`config.mk`:
```
export PLATFORM = sky130hd
export DESIGN_NAME = ksa_swap
export DESIGN_NICKNAME = d
export VERILOG_FILES = /design/src/rtl/ksa_swap.sv
export SDC_FILE = /design/constraint.sdc
export NUM_CORES = 1
export LEC_CHECK = 0
export CAP_MARGIN = 20
export CORE_UTILIZATION = 51
export CTS_CLUSTER_SIZE = 40
export DETAILED_ROUTE_END_ITERATION = 6
export PLACE_DENSITY = 0.8
export SYNTH_ARGS = -nofsm -noshare
export SYNTH_HDL_FRONTEND = slang
export SYNTH_SLANG_ARGS = --single-unit
```
`constraint.sdc`:
```
create_clock -name clk -period 4.1 [get_ports clk]
set_input_delay 0.41 -clock clk [delete_from_list [all_inputs] [get_ports clk]]
set_output_delay 0.41 -clock clk [all_outputs]
set_load 0.05 [all_outputs]
```
`src/rtl/ksa_swap.sv`:
```
// rtl/ksa_swap.sv - RC4 key-scheduling swap stage over a single-port 256x8 S-array RAM
// Optional feature: define KSA_SKIP_SELF_SWAP_EN to skip the read/write phase
// of any iteration whose new j equals i (4-cycle iteration, no writes).
module ksa_swap #(
   parameter int KEY_LEN = 3
) (
   input  logic                 clk,
   input  logic                 reset,
   input  logic                 start,
   input  logic                 done_ack,
   input  logic [8*KEY_LEN-1:0] secret_key,
   input  logic [7:0]           s_rddata,
   output logic [7:0]           s_addr,
   output logic [7:0]           s_wrdata,
   output logic                 s_wren,
   output logic                 busy,
   output logic                 ksa_done
);

   localparam int KW = (KEY_LEN > 1) ? $clog2(KEY_LEN) : 1;

   typedef enum logic [3:0] {
      IDLE, RD_I, RD_I_WAIT, CALC_J, RD_J, RD_J_WAIT, WR_I, WR_J, NEXT, DONE
   } state_t;

   state_t         state_q, state_d;
   logic [7:0]     i_q, i_d;
   logic [7:0]     j_q, j_d;
   logic [7:0]     si_q, si_d;
   logic [7:0]     sj_q, sj_d;
   logic [KW-1:0]  kidx_q, kidx_d;

   logic [7:0]     s_addr_q, s_addr_d;
   logic [7:0]     s_wrdata_q, s_wrdata_d;
   logic           s_wren_q, s_wren_d;
   logic           busy_q, busy_d;
   logic           ksa_done_q, ksa_done_d;

   logic [7:0]     key_byte;

   // Select key byte kidx; byte 0 sits in the most-significant position.
   always_comb begin
      key_byte = 8'd0;
      for (int k = 0; k < KEY_LEN; k++) begin
         if (kidx_q == KW'(k)) begin
            key_byte = secret_key[8*(KEY_LEN-k)-1 -: 8];
         end
      end
   end

   // Next-state logic, plus output values decoded from the next state so that
   // the outputs themselves are plain registers with no path from any input.
   always_comb begin
      state_d = state_q;
      i_d     = i_q;
      j_d     = j_q;
      si_d    = si_q;
      sj_d    = sj_q;
      kidx_d  = kidx_q;

      case (state_q)
         IDLE: begin
            if (start) begin
               state_d = RD_I;
               i_d     = 8'd0;
               j_d     = 8'd0;
               kidx_d  = '0;
            end
         end
         RD_I:      state_d = RD_I_WAIT;
         RD_I_WAIT: begin
            si_d    = s_rddata;
            state_d = CALC_J;
         end
         CALC_J: begin
            j_d     = j_q + si_q + key_byte;
`ifdef KSA_SKIP_SELF_SWAP_EN
            state_d = (j_d == i_q) ? NEXT : RD_J;
`else
            state_d = RD_J;
`endif
         end
         RD_J:      state_d = RD_J_WAIT;
         RD_J_WAIT: begin
            sj_d    = s_rddata;
            state_d = WR_I;
         end
         WR_I:      state_d = WR_J;
         WR_J:      state_d = NEXT;
         NEXT: begin
            i_d     = i_q + 8'd1;
            kidx_d  = (kidx_q == KW'(KEY_LEN-1)) ? '0 : kidx_q + KW'(1);
            state_d = (i_q == 8'hff) ? DONE : RD_I;
         end
         DONE: begin
            if (done_ack) begin
               state_d = IDLE;
            end
         end
         default:   state_d = IDLE;
      endcase

      s_addr_d   = i_d;
      s_wrdata_d = 8'd0;
      s_wren_d   = 1'b0;
      case (state_d)
         RD_J, RD_J_WAIT: s_addr_d = j_d;
         WR_I: begin
            s_addr_d   = i_d;
            s_wrdata_d = sj_d;
            s_wren_d   = 1'b1;
         end
         WR_J: begin
            s_addr_d   = j_d;
            s_wrdata_d = si_d;
            s_wren_d   = 1'b1;
         end
         default: ;
      endcase
      busy_d     = (state_d != IDLE) && (state_d != DONE);
      ksa_done_d = (state_d == DONE);
   end

   // State, datapath and output registers; reset returns to IDLE at once.
   always_ff @(posedge clk or posedge reset) begin
      if (reset) begin
         state_q    <= IDLE;
         i_q        <= 8'd0;
         j_q        <= 8'd0;
         si_q       <= 8'd0;
         sj_q       <= 8'd0;
         kidx_q     <= '0;
         s_addr_q   <= 8'd0;
         s_wrdata_q <= 8'd0;
         s_wren_q   <= 1'b0;
         busy_q     <= 1'b0;
         ksa_done_q <= 1'b0;
      end else begin
         state_q    <= state_d;
         i_q        <= i_d;
         j_q        <= j_d;
         si_q       <= si_d;
         sj_q       <= sj_d;
         kidx_q     <= kidx_d;
         s_addr_q   <= s_addr_d;
         s_wrdata_q <= s_wrdata_d;
         s_wren_q   <= s_wren_d;
         busy_q     <= busy_d;
         ksa_done_q <= ksa_done_d;
      end
   end

   assign s_addr   = s_addr_q;
   assign s_wrdata = s_wrdata_q;
   assign s_wren   = s_wren_q;
   assign busy     = busy_q;
   assign ksa_done = ksa_done_q;

endmodule
```
==> results of run 1 <==
[critical path: cells and delay by family, from the launching register on]
kind | cells | cell delay (ns)
buf+inv | 1 | 0.05
flops | 1 | 0.58
fa+ha+maj | 3 | 1.17
simple gates | 3 | 0.75
compound gates | 4 | 0.78
[power by group]
part           switching [uW]  internal [uW]  total (uW)
combinational             918            713        1630
sequential                196            660         856
clock                     152            121         273
total                    1270           1490        2760
[state kept, by name (all words and copies together), names as in the netlist]
signal,cells
ksa_done,1
kidx_q,2
i_q,8
state_q,4
busy,1
j_q,8
si_q,8
s_addr,8
s_wren,1
s_wrdata,8
[cell usage in the layout (no fill, tap or decap), drive strengths merged, types with 8 or more instances in the layout]
cell type and n:
a21oi 11, a22oi 8, clkdlybuf4s50 54, dfrtp 49
fa 8, inv 9, mux2 13, mux2i 9
nand2 23, nor2 20, o21ai 22
[area by class of cell]
type                            instances  area (um2)
Clock buffer                            7        76.3
Sequential cell                        49        1230
Inverter                                9        33.8
Clock inverter                          1        7.51
Fill cell                             392        1540
Tap cell                               67        83.8
Timing Repair Buffer                   55         561
Multi-Input combinational cell        183        1350
[cell families after synthesis]
logic type	Yosys count	share of synthesized area
compound gates	68	0.170
xor+xnor	4	0.0131
fa+ha+maj	15	0.0927
buf+inv	20	0.0356
flops	49	0.459
mux	22	0.0913
simple gates	74	0.139
[layer usage]
layer / vias to the layer above / wire length [um] / global-route usage
li1: 1006 / - / -
met1: 998 / 2550 / 0.284
met2: 73 / 2750 / 0.364
met3: 11 / 421 / 0.0447
met4: 0 / 95 / 0.0839
met5: - / 0 / 0
[path summary, 6_finish.rpt]
check	start	to	slack, ns	depth (start not counted)
worst max-delay path	kidx_q[0]	j_q[7]	0.67	11
worst min-delay path	reset	s_wrdata[7]	0.32	2
worst max register to register	kidx_q[0]	j_q[7]	0.67	11
worst min register to register	i_q[7]	i_q[7]	0.52	1
max in group asynchronous	reset	s_addr[3]	3.33	3
min in group clk	i_q[7]	i_q[7]	0.52	1
[metrics by stage]
step,cell area (um2),util,setup WS [ns]
final,3340,0.684,0.666
after global routing,3340,0.684,0.417
after detailed placement,3230,0.663,0.705
after CTS,3320,0.680,0.650
after floorplan,2670,-,1.06
after global placement,3230,0.663,0.805
==> impl_results.md, run 1 <==
* Status: finished, final reports clean
* Pre-Repair DR Iteration Count at 4
* Die area at 5530 um2
* DRC Markers at 0
* Clock buffer depth at 2
* Layout net count at 354
* Cts bufs inserted at 5
* Total I/O pin count at 55
* Setup Total Neg Slack at 0 ns
* Initial core utilization at 0.547
* Min Tclk post-route at 3.43 ns
* Post-synth top area share at 0.459
* RSZ-0062 raised after global routing: no
* Peak supply drop at 0.405 mV
* Endpoint class of the critical path: flip-flop
* Gate Count Post-Synth at 252
* Via count at 2088
* Hold buffers post-CTS at 0
* CP Class: reg -> reg
* CTS Root Cell: clkbuf_8
* Final Power at 2760 uW
* CTS H-Tree Depth at 2
* Top post-synthesis cells by count: 49 x dfrtp_1, 23 x nand2_1, 21 x o21ai_0, 19 x nor2_1, 11 x mux2_2
* Largest net degree at the start of global routing at 50
* Port Buffer Count at 54
* Primary FF master, synth: dfrtp_1
* Unique masters post-synth at 50
* Most common cell in the netlist: dfrtp_1
* Area growth syn-to-layout at 25.0%
* Diode count at 0
* Top post-synthesis cells by area: dfrtp_1 46%, fa_1 6.0%, mux2_2 4.6%
* Core area at 4880 um2
* ANT nets after route at 0
* First-pass GRT wire length at 9.11 mm
* Worst EP required at 4.29 ns
* Critical Path AT at 3.62 ns
* HP Class: in -> async
* GP Congestion at 0.907
* Max Cap Viol at 0
* Vias in the first global route at 2009
* Finished Layout Cells at 371
* Startpoint Class: flip-flop
* Crit-path cells: nor2b_1 -> a21oi_1 -> fa_1 -> inv_1 -> ha_1 -> fa_1 -> a211oi_1 -> o21bai_1 -> a21oi_1 -> or3_1 -> nand3_1
* Final Hold Fails at 0
* Rows at 25
* CTS clk-pin slew, worst paths at 0.08 ns
* Per-cell routed wire length at 15.7 um
* Initial antenna violation count at 0
* Worst slew pin tran at 0.877 ns
* Slew Limit Fails at 0
* CTS tree: done
* Syn_nets at 303
* Initial DRC count at 105
* Post-synthesis sequential element count at 49
* Synth Warn # at 0
* GRT Overall Usage at 0.219
* Sequential share of the synthesized area at 0.459
* Number of synthesized flops with an enable pin at 0
* Clock latency at the later pin of the worst-skew pair at 0.30 ns
* GR Overflow Total at 0
* Synthesized area at 2670 um2
* CTS sink cnt at 49
* Die Ht at 74.4 um
* Rel. slew slack at 0.414
* Vias per std cell at 5.63
* Power Dens Cells at 827 nW/um2
* Layout cells sized above 1 at 0.0921
* Worst hold margin at 0.319 ns
* WL final at 5.81 mm
* Syn Area/Cell at 10.6 um2
* Postcts setup bufs at 0
* Worst-path maximum fanout at 12
* Area leader, netlist: dfrtp_1
* Final clock skew at 0.00569 ns
* Final period utilization at 0.838
* CTS resizes at 0
* Final setup vio count at 0
* CP max-delay cell: dfrtp_1
* Inst Count DP at 362
* Post-detail-place hpwl at 4.35 mm
* Fmax at 291 MHz
* Ys async rst share at 1.00
* Die Wd at 74.4 um
* CP peak stage delay at 0.58 ns
* P_leak at 0.00144 uW
No activity file was read; power rests on OpenSTA's default activity.
==> run 2: changes to the inputs <==
- clock period: 4.1 -> 3.5 ns (I/O delays scaled with it)
==> run 2 against run 1 <==
Net effect:
- flip-flop and latch count stayed put
- critical endpoint unchanged
- sequential share of layout area is 0.38 points lower
- core utilization is 0.72 points higher
- final cell count is 0.81% higher
- critical path depth stayed put
- via count is 0.14% higher
- critical path type unchanged
- sequential power is 14% higher
- clock-buffer cell count is 1 lower
- non-clock buffer count is 3 higher
- total power is 20% higher
==> impl_results.md, run 2 (same netlist as run 1, synthesis figures left out) <==
* Status: finished, final reports clean (unchanged)
* Vias per std cell at 5.59 (was 5.63)
* Initial DRC count at 77 (was 105)
* CTS H-Tree Depth at 2 (unchanged)
* GR Overflow Total at 0 (unchanged)
* Worst reg-to-reg path cell count at 11 (unchanged)
* CTS Root Cell: clkbuf_8 (unchanged)
* CP max-delay cell: fa_1 (was dfrtp_1)
* CTS tree: done (unchanged)
* Cts bufs inserted at 5 (unchanged)
* ANT nets after route at 0 (unchanged)
* Diode count at 0 (unchanged)
* Rel. slew slack at 0.448 (was 0.414)
* Postcts setup bufs at 0 (unchanged)
* Hold buffers post-CTS at 0 (unchanged)
* Reg2reg end: j_q[7] (unchanged)
* Worst-path maximum fanout at 5 (was 12)
* Post-detail-place hpwl at 4.30 mm (was 4.35 mm)
* Die Wd at 74.4 um (unchanged)
* Power Dens Cells at 979 nW/um2 (was 827 nW/um2)
* Total I/O pin count at 55 (unchanged)
* P_leak at 0.00147 uW (was 0.00144 uW)
* GRT Overall Usage at 0.222 (was 0.219)
* Per-cell routed wire length at 15.5 um (was 15.7 um)
* CTS sink cnt at 49 (unchanged)
* Critical Path AT at 3.29 ns (was 3.62 ns)
* Final Power at 3300 uW (was 2760 uW)
* RSZ-0062 raised after global routing: no (unchanged)
* Endpoint class of the critical path: flip-flop (unchanged)
* Worst EP required at 3.70 ns (was 4.29 ns)
* Top delay family on crit path: adder cells (unchanged)
* Min Tclk post-route at 3.09 ns (was 3.43 ns)
* Crit-path cells: nor2b_1 -> buf_4 -> nand2_1 -> o21ai_0 -> fa_1 -> fa_1 -> a211oi_1 -> o21bai_1 -> a21oi_1 -> or3_1 -> nand3_1 (was nor2b_1 -> a21oi_1 -> fa_1 -> inv_1 -> ha_1 -> fa_1 -> a211oi_1 -> o21bai_1 -> a21oi_1 -> or3_1 -> nand3_1)
* Max Cap Viol at 0 (unchanged)
* Layout cells sized above 1 at 0.107 (was 0.0921)
* Most frequent cells in the layout: 54 x clkdlybuf4s50_1, 49 x dfrtp_1, 23 x nand2_1 (unchanged)
* CTS resizes at 0 (unchanged)
* Largest net degree at the start of global routing at 50 (unchanged)
* Area growth syn-to-layout at 26.3% (was 25.0%)
* Pre-Repair DR Iteration Count at 4 (unchanged)
* WL final at 5.80 mm (was 5.81 mm)
* Die area at 5530 um2 (unchanged)
* Die Ht at 74.4 um (unchanged)
* Final clock skew at 0.00935 ns (was 0.00569 ns)
* GP Congestion at 0.911 (was 0.907)
* CTS clk-pin slew, worst paths at 0.09 ns (was 0.08 ns)
* Via count at 2091 (was 2088)
* Fmax at 324 MHz (was 291 MHz)
* Final period utilization at 0.883 (was 0.838)
* Vias in the first global route at 1904 (was 2009)
* Core area at 4880 um2 (unchanged)
* Worst slew pin tran at 0.822 ns (was 0.877 ns)
* Rows at 25 (unchanged)
* Most common cell on crit path: fa_1
* Setup Total Neg Slack at 0 ns (unchanged)
* CP Class: reg -> reg (unchanged)
* Clock latency at the later pin of the worst-skew pair at 0.31 ns (was 0.30 ns)
* Most common cell after layout, fill and taps aside: clkdlybuf4s50_1 (unchanged)
* RR Startpoint: kidx_q[0] (unchanged)
* CP peak stage delay at 0.51 ns (was 0.58 ns)
* Final Hold Fails at 0 (unchanged)
* Clock buffer depth at 2 (unchanged)
* Initial core utilization at 0.547 (unchanged)
* Peak supply drop at 0.482 mV (was 0.405 mV)
* First-pass GRT wire length at 8.92 mm (was 9.11 mm)
* Layout net count at 357 (was 354)
* Initial antenna violation count at 0 (unchanged)
* Final setup vio count at 0 (unchanged)
* Worst path bufs/invs at 1 (unchanged)
* DRC Markers at 0 (unchanged)
* Slew Limit Fails at 0 (unchanged)
* Port Buffer Count at 54 (unchanged)
* HP Class: in -> async (unchanged)
* Startpoint Class: flip-flop (unchanged)
* R2R Setup Slk at 0.41 ns (was 0.67 ns)
run 2: changes by cell type in the layout (fill, tap and decap cells not counted), sizes merged:
cell / delta
buf: +3
clkinv: +2
clkbuf: -1
clkinvlp: -1
run 2: worst max path at each step:
stage	start	end	slack, ns	depth (start not counted)
floorplan	kidx_q[0]	s_addr[5]	0.46	12
global placement	secret_key[9]	j_q[7]	0.38	13
detailed placement	secret_key[9]	j_q[7]	0.32	13
CTS	kidx_q[0]	s_addr[6]	0.43	11
global route	kidx_q[0]	s_addr[7]	0.19	11
finish	kidx_q[0]	j_q[7]	0.41	11
run 2: layer usage:
layer / wire, um / GRT usage / up-vias
li1: - / - / 1015
met1: 2520 / 0.289 / 1002
met2: 2790 / 0.348 / 63
met3: 384 / 0.0610 / 11
met4: 109 / 0.0985 / 0
met5: 0 / 0 / -
run 2: cell type report:
class	instances	area [um2]
inverter	9	33.8
clock buffer	6	82.6
fill	388	1510
clock inverter	2	13.8
sequential	49	1230
multi-input combinational	183	1350
timing repair buffer	58	583
tap	67	83.8
run 2: per-stage QoR:
step,util,hold WS [ns],area [um2],setup slack [ns],std cells
6_report,0.691,0.233,3370,0.411,374
5_1_grt,0.691,0.218,3370,0.185,374
3_5_place_dp,0.667,0.505,3260,0.319,365
3_3_place_gp,0.667,0.499,3260,0.381,365
4_1_cts,0.687,0.520,3350,0.434,373
2_1_floorplan,-,0.467,2670,0.463,252
run 2: power by group:
group	leakage [uW]	internal [uW]	switching [uW]
Combinational	0.000782	850	1130
Clock	0.0000512	160	191
Sequential	0.000638	774	201
